--- src/rtl/run_sequencer_pkg.sv ---
// Shared state encoding and default configuration for run_sequencer and its bench.
package run_sequencer_pkg;

    typedef enum logic [2:0] {
        ST_IDLE     = 3'd0,
        ST_REQ      = 3'd1,
        ST_RUN      = 3'd2,
        ST_RD_ISSUE = 3'd3,
        ST_RD_WAIT  = 3'd4,
        ST_PRESENT  = 3'd5,
        ST_DONE     = 3'd6
    } run_state_t;

    localparam int unsigned REQ_CYCLES_DEF   = 2;
    localparam int unsigned CNT_BITS_DEF     = 16;
    localparam logic [15:0] TIMEOUT_DEF      = 16'hFFFF;
    localparam logic [7:0]  RESULT_BASE_DEF  = 8'h00;
    localparam int unsigned RESULT_COUNT_DEF = 8;

endpackage

--- src/rtl/sat_counter.sv ---
// Saturating up-counter: synchronous clear wins over enable, stops at i_limit.
module sat_counter #(
    parameter int unsigned WIDTH = 16
) (
    input  logic             i_clk,
    input  logic             i_rst_n,
    input  logic             i_clear,
    input  logic             i_enable,
    input  logic [WIDTH-1:0] i_limit,
    output logic [WIDTH-1:0] o_count,
    output logic             o_at_limit
);

    logic [WIDTH-1:0] r_count;

    always_ff @(posedge i_clk or negedge i_rst_n) begin
        if (!i_rst_n) begin
            r_count <= '0;
        end else if (i_clear) begin
            r_count <= '0;
        end else if (i_enable && (r_count != i_limit)) begin
            r_count <= r_count + 1'b1;
        end
    end

    assign o_count    = r_count;
    assign o_at_limit = (r_count == i_limit);

endmodule

--- src/rtl/run_sequencer.sv ---
// Host-side run initiator: req/ack start-done handshake with the core, cycle
// counting with timeout abort, then drain of a result block onto a valid/ready stream.
module run_sequencer
    import run_sequencer_pkg::*;
#(
    parameter int unsigned          REQ_CYCLES    = REQ_CYCLES_DEF,
    parameter int unsigned          CNT_BITS      = CNT_BITS_DEF,
    parameter logic [CNT_BITS-1:0]  TIMEOUT_LIMIT = CNT_BITS'(TIMEOUT_DEF),
    parameter logic [7:0]           RESULT_BASE   = RESULT_BASE_DEF,
    parameter int unsigned          RESULT_COUNT  = RESULT_COUNT_DEF
) (
    input  logic                clock,
    input  logic                reset_n,
    input  logic                go,
    output logic                busy,
    output logic                core_req,
    input  logic                core_ack,
    output logic [CNT_BITS-1:0] cycle_count,
    output logic                run_done,
    output logic                timed_out,
    output logic                dm_rd_en,
    output logic [7:0]          dm_rd_addr,
    input  logic [7:0]          dm_rd_data,
    output logic                res_valid,
    output logic [7:0]          res_data,
    input  logic                res_ready
);

    localparam int unsigned         HOLD_BITS  = 4;
    localparam logic [CNT_BITS-1:0] LIMIT_M1   = TIMEOUT_LIMIT - 1'b1;
    localparam logic [8:0]          COUNT_W    = 9'(RESULT_COUNT);
    localparam logic [HOLD_BITS-1:0] HOLD_LAST = HOLD_BITS'(REQ_CYCLES - 1);

    run_state_t          r_state;
    logic                r_core_req;
    logic                r_run_done;
    logic                r_timed_out;
    logic                r_dm_rd_en;
    logic [7:0]          r_dm_rd_addr;
    logic                r_res_valid;
    logic [7:0]          r_res_data;
    logic [7:0]          r_index;

    logic                w_start;
    logic                w_cnt_en;
    logic                w_cnt_at_limit;
    logic                w_hold_done;
    logic                w_timeout;
    logic                w_last;
    logic [CNT_BITS-1:0] w_cycle_count;
    logic [HOLD_BITS-1:0] w_hold_unused;

    assign w_start  = (r_state == ST_IDLE) && go;
    assign w_cnt_en = (r_state == ST_REQ) || (r_state == ST_RUN);
    // Abort on the edge where the count would reach the limit (or already sits there).
    assign w_timeout = w_cnt_at_limit || (w_cycle_count == LIMIT_M1);
    assign w_last    = (({1'b0, r_index} + 9'd1) == COUNT_W);

    sat_counter #(
        .WIDTH (CNT_BITS)
    ) u_cycle_cnt (
        .i_clk      (clock),
        .i_rst_n    (reset_n),
        .i_clear    (w_start),
        .i_enable   (w_cnt_en),
        .i_limit    (TIMEOUT_LIMIT),
        .o_count    (w_cycle_count),
        .o_at_limit (w_cnt_at_limit)
    );

    sat_counter #(
        .WIDTH (HOLD_BITS)
    ) u_hold_cnt (
        .i_clk      (clock),
        .i_rst_n    (reset_n),
        .i_clear    (w_start),
        .i_enable   (r_state == ST_REQ),
        .i_limit    (HOLD_LAST),
        .o_count    (w_hold_unused),
        .o_at_limit (w_hold_done)
    );

    always_ff @(posedge clock or negedge reset_n) begin
        if (!reset_n) begin
            r_state      <= ST_IDLE;
            r_core_req   <= 1'b0;
            r_run_done   <= 1'b0;
            r_timed_out  <= 1'b0;
            r_dm_rd_en   <= 1'b0;
            r_dm_rd_addr <= '0;
            r_res_valid  <= 1'b0;
            r_res_data   <= '0;
            r_index      <= '0;
        end else begin
            r_dm_rd_en <= 1'b0;
            r_run_done <= 1'b0;
            case (r_state)
                ST_IDLE: begin
                    if (go) begin
                        r_state     <= ST_REQ;
                        r_core_req  <= 1'b1;
                        r_timed_out <= 1'b0;
                        r_index     <= '0;
                    end
                end
                ST_REQ: begin
                    if (w_hold_done) begin
                        r_state    <= ST_RUN;
                        r_core_req <= 1'b0;
                    end
                end
                ST_RUN: begin
                    if (core_ack) begin
                        if (RESULT_COUNT == 0) begin
                            r_state    <= ST_DONE;
                            r_run_done <= 1'b1;
                        end else begin
                            r_state      <= ST_RD_ISSUE;
                            r_dm_rd_en   <= 1'b1;
                            r_dm_rd_addr <= RESULT_BASE + r_index;
                        end
                    end else if (w_timeout) begin
                        r_state     <= ST_IDLE;
                        r_timed_out <= 1'b1;
                    end
                end
                ST_RD_ISSUE: begin
                    r_state <= ST_RD_WAIT;
                end
                ST_RD_WAIT: begin
                    r_res_data  <= dm_rd_data;
                    r_res_valid <= 1'b1;
                    r_state     <= ST_PRESENT;
                end
                ST_PRESENT: begin
                    if (res_ready) begin
                        r_res_valid <= 1'b0;
                        r_index     <= r_index + 8'd1;
                        if (w_last) begin
                            r_state    <= ST_DONE;
                            r_run_done <= 1'b1;
                        end else begin
                            r_state      <= ST_RD_ISSUE;
                            r_dm_rd_en   <= 1'b1;
                            r_dm_rd_addr <= RESULT_BASE + r_index + 8'd1;
                        end
                    end
                end
                ST_DONE: begin
                    r_state <= ST_IDLE;
                end
                default: begin
                    r_state <= ST_IDLE;
                end
            endcase
        end
    end

    assign busy        = (r_state != ST_IDLE);
    assign core_req    = r_core_req;
    assign cycle_count = w_cycle_count;
    assign run_done    = r_run_done;
    assign timed_out   = r_timed_out;
    assign dm_rd_en    = r_dm_rd_en;
    assign dm_rd_addr  = r_dm_rd_addr;
    assign res_valid   = r_res_valid;
    assign res_data    = r_res_data;

endmodule

--- config.mk ---
export PLATFORM = sky130hd
export DESIGN_NAME = run_sequencer
export DESIGN_NICKNAME = d
export VERILOG_FILES = /design/src/rtl/run_sequencer_pkg.sv /design/src/rtl/sat_counter.sv /design/src/rtl/run_sequencer.sv
export SDC_FILE = /design/constraint.sdc
export NUM_CORES = 1
export LEC_CHECK = 0
export CAP_MARGIN = 20
export CORE_MARGIN = 3
export CORE_UTILIZATION = 45
export CTS_BUF_LIST = sky130_fd_sc_hd__clkbuf_16
export DETAILED_ROUTE_END_ITERATION = 16
export PLACE_DENSITY_LB_ADDON = 0.2
export SLEW_MARGIN = 20
export SYNTH_ARGS = -nofsm -noshare
export SYNTH_HDL_FRONTEND = slang
export SYNTH_SLANG_ARGS = --single-unit
--- constraint.sdc ---
create_clock -name clock -period 2 [get_ports clock]
set_clock_uncertainty 0.2 [all_clocks]
set_input_delay 0.4 -clock clock [delete_from_list [all_inputs] [get_ports clock]]
set_output_delay 0.4 -clock clock [all_outputs]
set_load 0.02 [all_outputs]
==> out/qor.yml <==
status: "finished, violations left"
violations: "setup timing"
cts-root-buf: "clkbuf_16"
synth-main-ff-cell: "dfrtp_1"
area_growth_pct: 44.02
cp.arrival_ns: 2.04
placed_cells: 426
grt_pass1_vias: 2251
ir_worst_vdd_mv: 0.6606
stdcell_area_sq_mm: 0.003872
wl_per_cell_microns: 15.13
ff_latch_area_sq_mm: 0.001310
drive_above_1_share: 0.2672
critical_path_class: "flip-flop to flip-flop"
gr-usage-met3: 0.04861
overflow: 0
grtUsageMet1: 0.2598
synthCells: 268
multi_input_area_sq_mm: 0.001401
dieArea_sq_mm: 0.006939
die_h_microns: 83.30
place_congestion: 0.8779
async_flop_share: 1.000
postPlaceCellArea_sq_mm: 0.003625
final_nets: 382
cts_max_level: 2
netlist_area_sq_mm: 0.002689
yosys_warnings: 0
syn-num-nets: 288
clockBufferDepth: 2
rsz0062_at_grt: "yes"
relSlewSlack: 0.7866
setup_viol: 6
post_cts.repair.setup_buffers: 0
synth_common_cells: "dfrtp_1, nor2_1, nand2_1"
numPortBuffers: 50
drt_iter0_markers: 116
met2_usage: 0.2981
max-cap-violations: 0
synth-edff-count: 0
grt.busiest_layer: "met2"
finalWorstSetupSlack_ns: -0.06544
grt_max_degree: 53
cp.required_ns: 1.97
dp.final_hpwl_mm: 4.636
num_vias: 2323
via_per_inst: 5.340
hold_violations: 0
avgSynthCellArea_sq_um: 10.03
cp-end-kind: "flip-flop"
total_power_mw: 4.371
min_path_type: "flip-flop to flip-flop"
start_util: 0.4766
wirelength_mm: 6.581
numCtsBuffers: 5
fp.dieW_microns: 83.30
fmax_mhz: 484.2
clkTransAtPathRegs_ns: 0.06
yosys_register_bits: 52
rows: 27
drtAntennaViolNets: 0
final_util: 0.6864
ys_top_cells_by_area: "dfrtp_1, nor2_1, xor2_1, mux2_2, ha_1"
yosysMostFrequentCell: "dfrtp_1"
p_leak_nw: 1.782
antenna_found_initial: 0
crit_fanout: 8
stdcell_count: 435
dr.pass1.iters: 4
period_share: 1.033
cts_tree: "yes"
powerDensity_mw_per_mm2: 1129
yosysSeqAreaShare: 0.4839
clock_latency_ns: 0.29
clkSinkCount: 52
drc: 0
nFillCells: 428
timing.hold.ws_ns: 0.3061
grt_usage: 0.1899
ioPinCount: 51
synth.distinct_cells: 50
synth_top_area_frac: 0.4839
synth_area_leader_cell: "dfrtp_1"
start_kind: "flip-flop"
worstMarginPinSlew_ns: 0.3177
grt_pass1_wl_mm: 10.79
core_sq_mm: 0.005642
fin_crit_ns: 2.065
drv_slew: 0
antenna_cells: 0
## critical path, cell delays in order (launching register included)
cell and delay [ns]:
dfrtp_2 0.45, and3b_1 0.20, o31ai_2 0.26, a31o_2 0.22
a31o_4 0.20, nand2_8 0.09, buf_6 0.14, o211a_1 0.19
## metal layers
layer / vias to the layer above / share of wire
met4: 0 / 0.012
met1: 1129 / 0.46
met5: - / 0
met2: 63 / 0.47
met3: 6 / 0.055
li1: 1125 / -
## per-stage QoR
stage | setup TNS [ns] | setup WS (ns)
global placement | -0.5269 | -0.1604
finish | -0.2994 | -0.06544
global route | -0.7156 | -0.1137
CTS | -0.2667 | -0.06422
detailed placement | -0.6744 | -0.1649
floorplan | -0.06800 | -0.02267
## flip-flops by register name, indices dropped and copies added (netlist names), 3 cells and up
signal and flops:
u_cycle_cnt.o_count 16, r_state 3, r_index 8, dm_rd_addr 8, res_data 8, u_hold_cnt.o_count 4
## cell families (layout without fill, tap and decap cells)
family          Yosys count  after routing  share of synthesized area
buf+inv                  18            113                    0.02838
compound gates           43             43                     0.1084
simple gates            110            110                     0.2057
mux                      15             15                    0.06608
xor+xnor                 23             23                    0.07492
fa+ha+maj                 7              7                    0.03257
flops                    52             52                     0.4839
## area by class of cell
class | count | share of cell area
clock buffers | 5 | 0.03231
clock inverters | 3 | 0.01002
inverters | 9 | 0.008724
multi-input cells | 198 | 0.3619
flip-flops and latches | 52 | 0.3383
well taps | 72 | 0.02326
repair buffers | 96 | 0.2255
## power by group
part / internal [mW] / switching [mW] / leakage [nW] / total, mW
clock network: 0.584 / 0.381 / 0.0850 / 0.966
registers: 1.31 / 0.198 / 0.675 / 1.51
logic: 0.954 / 0.945 / 1.02 / 1.90
## final timing paths
kind,start,cells past startpoint,slack [ns],to
hold / removal,res_valid,1,0.31,res_valid
max in group asynchronous,reset_n,3,0.91,r_index[1]
setup reg to reg,r_index[0],7,-0.07,dm_rd_addr[6]
hold reg to reg,res_valid,1,0.31,res_valid
min in group asynchronous,reset_n,3,0.43,u_cycle_cnt.o_count[9]
setup / recovery,r_index[0],7,-0.07,dm_rd_addr[6]
## layout by cell type, fill, tap and decap left out, types with 2 or more instances in the layout
cell type and instances:
a21o_1 2, a21oi_1 7, a21oi_2 2, a31oi_1 3
and3_1 10, buf_12 2, buf_4 42, clkbuf_16 5
clkdlybuf4s50_1 44, dfrtp_1 45, dfrtp_2 7, dlymetal6s2s_1 3
ha_1 6, inv_1 8, inv_2 2, mux2_2 10
mux2_4 3, mux2i_1 2, nand2_1 23, nand3_1 15
nand3_2 2, nand4_1 6, nor2_1 33, nor2b_1 2
nor3_1 4, nor3_2 2, o211ai_1 2, o21ai_0 10
o21bai_1 2, o31ai_1 2, xnor2_1 8, xor2_1 14
## what timing repair did
item / 4_1_cts / 5_1_grt
hold endpoints to repair: 52 / 0
gates cloned: 0 / 0
gates resized for setup: 7 / 18
endpoints found under the setup margin: 8 / 17
pin swaps: 4 / 4
hold buffers: 1 / 0
(Power assumes the default switching activity.)
